## src/rtl/fp_to_linear.sv

```systemverilog
// fp_to_linear: iterative converter from the 8-bit float format {S, E[2:0], F[3:0]}
// to a 12-bit two's-complement linear value D = (S ? -1 : 1) * F * 2^E.
// The significand is shifted left one bit per clock, so latency is E+3 cycles.
// Ports:
//   clk, rst           rising-edge clock, asynchronous active-high reset
//   in_valid/in_ready  input handshake; S/E/F are taken only in IDLE
//   S, E, F            sign (1 = negative), exponent, unsigned significand
//   out_valid/out_ready output handshake; D is held while out_valid is high
//   D                  two's-complement result, holds its last value outside DONE
//   busy               high whenever a conversion is in flight
module fp_to_linear #(
  parameter int E_W = 3,
  parameter int F_W = 4,
  localparam int D_W = F_W + (1 << E_W)
) (
  input  logic           clk,
  input  logic           rst,
  input  logic           in_valid,
  output logic           in_ready,
  input  logic           S,
  input  logic [E_W-1:0] E,
  input  logic [F_W-1:0] F,
  output logic           out_valid,
  input  logic           out_ready,
  output logic [D_W-1:0] D,
  output logic           busy
);

  typedef enum logic [1:0] {
    IDLE,
    SHIFT,
    SIGN,
    DONE
  } state_t;

  state_t         state_q;
  state_t         state_d;
  logic [D_W-1:0] acc;
  logic [D_W-1:0] acc_signed;
  logic [E_W-1:0] cnt;
  logic           sign_q;

  always_ff @(posedge clk or posedge rst) begin
    if (rst) begin
      state_q <= IDLE;
    end else begin
      state_q <= state_d;
    end
  end

  always_comb begin
    state_d   = state_q;
    in_ready  = 1'b0;
    out_valid = 1'b0;
    busy      = 1'b1;
    case (state_q)
      IDLE: begin
        in_ready = 1'b1;
        busy     = 1'b0;
        if (in_valid) state_d = SHIFT;
      end
      SHIFT: begin
        if (cnt == '0) state_d = SIGN;
      end
      SIGN: begin
        state_d = DONE;
      end
      DONE: begin
        out_valid = 1'b1;
        if (out_ready) state_d = IDLE;
      end
      default: state_d = IDLE;
    endcase
  end

  // Negation wraps mod 2^D_W; F=0 yields 0 either way, so no negative zero.
  always_comb begin
    acc_signed = sign_q ? (~acc + D_W'(1)) : acc;
  end

  // D is a separate register loaded once per conversion so it stays stable
  // while acc is being shifted for the next request.
  always_ff @(posedge clk or posedge rst) begin
    if (rst) begin
      acc    <= '0;
      cnt    <= '0;
      sign_q <= 1'b0;
      D      <= '0;
    end else begin
      case (state_q)
        IDLE: begin
          if (in_valid) begin
            sign_q <= S;
            cnt    <= E;
            acc    <= D_W'(F);
          end
        end
        SHIFT: begin
          if (cnt != '0) begin
            acc <= acc << 1;
            cnt <= cnt - E_W'(1);
          end
        end
        SIGN: begin
          acc <= acc_signed;
          D   <= acc_signed;
        end
        default: ;
      endcase
    end
  end

endmodule

```

## config.mk

```make
export PLATFORM = sky130hd
export DESIGN_NAME = fp_to_linear
export DESIGN_NICKNAME = d
export VERILOG_FILES = /design/src/rtl/fp_to_linear.sv
export SDC_FILE = /design/constraint.sdc
export NUM_CORES = 1
export LEC_CHECK = 0
export ABC_CLOCK_PERIOD_IN_PS = 2750
export CORE_UTILIZATION = 54
export CTS_CLUSTER_SIZE = 40
export DETAILED_ROUTE_END_ITERATION = 8
export PLACE_DENSITY = 0.85
export SLEW_MARGIN = 10
export SYNTH_ARGS = -nofsm -noshare
export SYNTH_HDL_FRONTEND = slang
export SYNTH_SLANG_ARGS = --single-unit
```

## constraint.sdc

```tcl
create_clock -name clk -period 2.75 [get_ports clk]
set_input_delay 0.275 -clock clk [delete_from_list [all_inputs] [get_ports clk]]
set_output_delay 0.275 -clock clk [all_outputs]
set_load 0.1 [all_outputs]
```

# Word level (Yosys, flattened, before mapping)
# Index checks and enable logic that the tools add are counted.
# word_totals
in_bits	12
wordCells	38
register_bits	30
output_inout_bits	15
# op_classes
bitwise	1
n_eq_ne	7
muxes	14
reduce_logical	9
add_sub_neg	2
# op_table
op	count
2-to-1 mux 12 bit	3
one-hot mux 12 bit (3 select lines)	1
adder 12 x 1 -> 12 bit, second input constant	1
inverter 12 bit	1
AND reduction 3 bit	3
!= test 2 bit, second input constant	4
one-hot mux 2 bit (4 select lines)	1
2-to-1 mux 2 bit	3
2-to-1 mux 3 bit	2
one-hot mux 3 bit (2 select lines)	1
nonzero test 3 bit	2
== test 2 bit, second input constant	2
zero test 3 bit	1
2-to-1 mux 1 bit	3
subtractor 3 x 1 -> 3 bit, second input constant	1
== test 2 x 1 -> 1 bit, second input constant	1
zero test 2 bit	1
AND reduction 2 bit	1
nonzero test 2 bit	1

# Longest topological paths before layout
# Gate-level depths: netlist of run 1.
# logic_depth
ltp_word	4
mapped_depth	9
mapped_depth_nobuf	6

# Least setup slack after synthesis of run 1
# OpenSTA, ideal clock, no wires.
# synth_timing
path_kind	register to register
start	register state_q[0]
end	register acc[5]
arrival_time_ps	2306
n_path_buf	2
path_stages_with_launch	8
t_required_ps	2615
setup_ps	135
slack_ps	310
period_less_slack_ps	2440
path_cell_list	dfrtp_1 inv_1 ha_1 nor2b_1 or3_1 clkbuf_1 clkbuf_1 o22ai_1
# synth_via
elab_chain_len	3
word_cells_on_any_way	8
cone_classes	eq/ne: 4; mux: 1; reduce/logical: 3
# synth_rtl
element	line	text
from (decl)	36	state_t state_q;
from (signal assigned)	47	state_q <= state_d;
== test 2 x 1 -> 1 bit, or another cell as far along	90	case (state_q)
!= test 2 bit (no source line) or nonzero test 3 bit (tied branches)	n/a	
AND reduction 3 bit (no source line)	n/a	
to (signal assigned)	95	acc <= D_W'(F);
to (signal assigned)	100	acc <= acc << 1;
to (signal assigned)	105	acc <= acc_signed;
to (decl)	38	logic [D_W-1:0] acc;
# Parallel ways exist; a longest one is shown, timed or not.
# A chain may end at the register's enable or synchronous reset.

# Worst setup path in the final report of run 1
# layout_timing
start	register acc[2]
end	register acc[9]
# layout_via
elab_chain_len	4
# layout_rtl
element	line	text
inverter 12 bit	78	acc_signed = sign_q ? (~acc + D_W'(1)) : acc;
adder 12 x 1 -> 12 bit	78	
2-to-1 mux 12 bit	78	
one-hot mux 12 bit (3 select lines)	90	
# No other way between the ends.

==> results.cfg, run 1 <==
[outcome]
status = complete, no violations

[cells_and_area]
final_cell_mix = dfrtp_1 (30), buf_4 (21), inv_1 (19)
finalInstanceArea_sq_um = 2180
num_antenna_cells = 0
layout_commonest_cell = dfrtp_1
final_cells = 273
area_growth_pct = 17.6
fillCellCount = 281
drive_above_1_share_pct = 16.2
num-nets-final = 247

[critical_path]
crit_type = register to register
r2r_end = acc[9]
critPathTopFamily = simple AND/OR/NAND/NOR gates
crit_slowest_cell = or4_1
cp_data_arrival_time_ns = 2.38
cp_max_fo = 10
worstSetupPathDepth = 4
rrSetupSlack_ns = 0.62
path_cells = or4_1 > or4b_1 > a21oi_1 > a2bb2oi_1
reg2reg_depth = 4
crit_path_end_kind = register
cp-start-kind = register
required_ns = 3.00
crit_buf_inv = 0
crit_path_max_incr_delay_ns = 0.74
regToRegStartpoint = acc[2]

[route]
drc = 0
num_vias = 1565
routed_wl_mm = 3.74
drt_iter0_markers = 57
viasPerCell = 5.73
routedWlPerCell_microns = 13.7
first_pass_iters = 4
drtAntennaViolNets = 0

[timing]
clock-skew-final_ns = 0.00900
setup_viol = 0
slew_headroom_pct = 60.0
max_clock_freq_mhz = 469
hold_viol = 0
worst_slack_ns = 0.619
fin_crit_sh_pct = 77.5
layout_min_cycle_time_ns = 2.13
rsz0062_at_grt = false
maxSlewViolCount = 0
tightest_slew_ns = 0.601
fin_setup_tns_ns = 0

[global_routing]
grt_util_all_layers_pct = 25.1
grt_pass1_vias = 1465
grt_pass1_wl_mm = 6.69
grt-ovfl-total = 0
grt_start_max_net_pins = 31
antenna_found_initial = 0

[min_path]
hp-class = input pin to asynchronous set/reset pin

[synthesis]
yosysTopAreaCell = dfrtp_1
synth_area_sq_um = 1850
syn_nets = 221
synthCells = 202
ys_ff_latch = 30
synth_area_leaders = dfrtp_1 (41%), ha_1 (4.7%), o21ai_0 (4.3%)
synth_top_area_share_pct = 40.5
synth.distinct_cells = 44
syn_area_per_cell_sq_um = 9.17
yosysWarnings = 0
seq_area_frac_synth_pct = 40.5

[cts]
post_cts_buffers = 0
tritoncts = built
hold_buffers = 0
root_buffer = clkbuf_4
cts_resized = 0
numCtsBuffers = 5
clkLatencyLatePin_ns = 0.33
cts_buffer_depth = 2
clk_pin_slew_ns = 0.10
htree_levels = 2
clkSinkCount = 30

[placed_design]
place_hpwl_mm = 2.61
io_buffers = 26
dp_cells = 265
dpl_cell_area_sq_um = 2120
post-place-ws_ns = 0.658
place_congestion = 0.806

[die]
num_rows = 20
die_y_microns = 60.6
pin_count = 27
start_util_pct = 58.8
die_w_microns = 60.6
core_area_sq_um = 3150
die-area_sq_um = 3670

[run]
cap_violations = 0
cells in the mapped netlist:
| cell | number |
|---|---|
| o31ai_2 | 1 |
| a311oi_1 | 1 |
| and3b_1 | 2 |
| nor3b_1 | 1 |
| a2bb2oi_1 | 1 |
| or3_1 | 3 |
| nand3_1 | 6 |
| or3b_2 | 1 |
| o31ai_1 | 6 |
| nand2b_1 | 3 |
| or4b_1 | 1 |
| mux2_2 | 5 |
| buf_6 | 1 |
| or4_1 | 3 |
| nor2b_1 | 3 |
| o31a_1 | 3 |
| o21bai_1 | 1 |
| clkbuf_1 | 12 |
| o211ai_1 | 2 |
| ha_1 | 7 |
| a31oi_1 | 4 |
| and3_1 | 2 |
| a32o_1 | 1 |
| xnor2_1 | 8 |
| a32oi_1 | 1 |
| o2bb2ai_1 | 2 |
| a21oi_1 | 10 |
| mux2i_1 | 3 |
| inv_1 | 19 |
| o22ai_1 | 3 |
| nand2_1 | 10 |
| dfrtp_1 | 30 |
| o21ai_0 | 16 |
| and4b_1 | 2 |
| o21a_1 | 1 |
| xor2_1 | 1 |
| o41ai_4 | 1 |
| o41ai_1 | 1 |
| a221oi_1 | 4 |
| nor3_1 | 1 |
| a211oi_1 | 1 |
| nor2_1 | 16 |
| a21boi_0 | 1 |
| or2_2 | 1 |
worst reg2reg max path, cell delays in order, from the launching register on:
cell       delay, ns
dfrtp_1         0.45
or4_1           0.74
or4b_1          0.55
a21oi_1         0.14
a2bb2oi_1       0.17
kinds of logic (layout without fill, tap and decap cells):
| logic type | Yosys count | in the layout | synth area share, % |
|---|---|---|---|
| xor gates and xnor gates | 9 | 9 | 4.25 |
| adders and majority gates | 7 | 7 | 4.73 |
| muxes | 8 | 8 | 4.66 |
| DFF | 30 | 30 | 40.5 |
| and+or+nand+nor | 55 | 55 | 15.9 |
| buffers and inverters | 32 | 59 | 6.89 |
| AOI/OAI and AO/OA | 61 | 61 | 23.1 |
flip-flops by register name (all words and copies together), names as in the netlist:
signal	cells
state_q	2
cnt	3
sign_q	1
acc	12
D	12
cell type report:
type / instances / area [sq um] / area share [%]
inverters: 19 / 71.3 / 3.27
clock inverters: 1 / 5.00 / 0.230
clock buffers: 7 / 55.1 / 2.53
flip-flops and latches: 30 / 751 / 34.4
repair buffers: 32 / 268 / 12.3
well taps: 44 / 55.1 / 2.53
multi-input cells: 140 / 975 / 44.7
through the flow:
step	hold WS, ns	utilization, %
2_1_floorplan	0.366	-
3_3_place_gp	0.479	67.2
3_5_place_dp	0.476	67.2
4_1_cts	0.312	69.1
5_1_grt	0.345	69.1
6_report	0.309	69.1
how the worst max path moves through the flow:
stage / from / slack (ns) / end
3_3_place_gp: acc[2] / 0.69 / acc[9]
3_5_place_dp: acc[2] / 0.66 / acc[9]
5_1_grt: acc[2] / 0.52 / acc[9]
2_1_floorplan: state_q[0] / 0.31 / acc[5]
6_report: acc[2] / 0.62 / acc[9]
4_1_cts: acc[2] / 0.63 / acc[9]
layer usage:
layer	up-vias	global-route usage [%]	part of all wire (%)
met4	0	10.1	1.7
met5	-	0	0
li1	782	-	-
met3	8	5.54	7.6
met1	724	35.6	45
met2	51	37.4	45
Power of run 1 is left out: the tool's default activity adds up to more than one toggle a clock period on the data nets, which glitch-free logic cannot reach.
==> inputs of run 2 (changes only) <==
--- a/config.mk
+++ b/config.mk
@@ -5,7 +5,7 @@
 export SDC_FILE = /design/constraint.sdc
 export NUM_CORES = 1
 export LEC_CHECK = 0
-export ABC_CLOCK_PERIOD_IN_PS = 2750
+export ABC_CLOCK_PERIOD_IN_PS = 2100
 export CORE_UTILIZATION = 54
 export CTS_CLUSTER_SIZE = 40
 export DETAILED_ROUTE_END_ITERATION = 8
==> constraint.sdc (replaced) <==
create_clock -name clk -period 2.1 [get_ports clk]
set_input_delay 0.21 -clock clk [delete_from_list [all_inputs] [get_ports clk]]
set_output_delay 0.21 -clock clk [all_outputs]
set_load 0.1 [all_outputs]
==> run 2 against run 1 <==
Compared with the run above:
- sequential share of layout area down 0.96 points
- first-iteration DRC count up 32%
- global-route usage up 1.9 points
- sequential cell count unchanged
- maximum frequency up 9.9%
- routed wire length up 16%
- clock-buffer cell count up 1
- cell count up 0.73%
- hold slack worse by 0.070 ns
- non-clock buffer count up 2
- worst setup slack worse by 0.46 ns
- clock skew down 0.0012 ns
- critical path type unchanged
==> results.cfg, run 2 (synthesis results as in run 1) <==
[critical_path]
cp_data_arrival_time_ns = 2.20
crit_type = register to register
regToRegStartpoint = acc[2]
r2r_end = acc[11]
reg2reg_depth = 5
cp-start-kind = register
cp_max_fo = 9
crit_path_end_kind = register
required_ns = 2.37
rrSetupSlack_ns = 0.16

[cells_and_area]
multi_input_area_sq_um = 1000
layout_commonest_cell = dfrtp_1
num-nets-final = 249
final_cell_mix = dfrtp_1 (30), buf_4 (23), inv_1 (19)
drive_above_1_share_pct = 19.5
seq_area_sq_um = 751
reg_top3 = D (12), acc (12), cnt (3)
fillCellCount = 257
final_core_utilization_pct = 71.1
final_cells = 275
num_antenna_cells = 0
area_growth_pct = 21.0

[outcome]
status = complete, no violations

[route]
drc = 0
viasPerCell = 5.95
num_vias = 1637
drtAntennaViolNets = 0
first_pass_iters = 4
routedWlPerCell_microns = 15.8
drt_iter0_markers = 75
routed_wl_mm = 4.35

[timing]
fin_crit_sh_pct = 92.3
fin_setup_tns_ns = 0
layout_min_cycle_time_ns = 1.94
tightest_slew_ns = 0.596
maxSlewViolCount = 0
clock-skew-final_ns = 0.00780
worst_slack_ns = 0.161
setup_viol = 0
rsz0062_at_grt = false
max_clock_freq_mhz = 516
hold_viol = 0
slew_headroom_pct = 60.3

[placed_design]
place_hpwl_mm = 2.93
io_buffers = 26
place_congestion = 0.849
post-place-ws_ns = 0.0731
dp_cells = 267

[cts]
clkSinkCount = 30
numCtsBuffers = 5
clk_pin_slew_ns = 0.10
clkLatencyLatePin_ns = 0.33
root_buffer = clkbuf_4
tritoncts = built
cts_buffer_depth = 2
post_cts_buffers = 0
htree_levels = 2

[global_routing]
grt_pass1_wl_mm = 7.20
antenna_found_initial = 0
grt_util_all_layers_pct = 26.9
grt-ovfl-total = 0
grt_pass1_vias = 1579
grt_start_max_net_pins = 31

[min_path]
hp-class = input pin to asynchronous set/reset pin

[die]
die-area_sq_um = 3670
die_w_microns = 60.6
start_util_pct = 58.8
pin_count = 27
num_rows = 20
die_y_microns = 60.6
core_area_sq_um = 3150

[run]
cap_violations = 0
-- run 2: worst max-delay path by stage --
stage / from / to / slack, ns
global route: state_q[1] / cnt[0] / 0.04
floorplan: state_q[1] / acc[1] / 0.13
finish: acc[2] / acc[11] / 0.16
detailed placement: acc[4] / acc[11] / 0.07
CTS: acc[4] / acc[11] / 0.06
global placement: acc[4] / D[9] / 0.14
-- run 2: layout make-up --
type	count	share of cell area, %
sequential	30	33.5
timing repair buffer	34	12.6
inverter	19	3.18
clock buffer	8	3.52
tap	44	2.46
multi-input combinational	140	44.8
-- run 2: layer usage --
layer / vias to the layer above / global-route usage, % / wire (microns)
met1: 795 / 32.8 / 1870
met5: - / 0 / 0
met4: 0 / 12.7 / 63
li1: 777 / - / -
met3: 7 / 5.76 / 254
met2: 58 / 45.5 / 2170
-- run 2: per-stage QoR --
step,instance area (sq um),hold WS [ns]
after floorplan,1870,0.301
after global placement,2150,0.466
after detailed placement,2150,0.481
after CTS,2230,0.249
after global routing,2240,0.308
final,2240,0.239
-- run 2: worst max-delay path: stages, from the launching register on --
cell,delay [ns]
dfrtp_1,0.41
or4_4,0.60
buf_4,0.18
o41ai_4,0.38
a31oi_1,0.15
o2bb2ai_1,0.16
-- run 2: repair_timing --
item / in CTS / in global routing
endpoints found under the setup margin: 0 / 8
resized for setup: 0 / 2
hold buffers: 0 / 0
Power of run 2 is left out for the same reason.
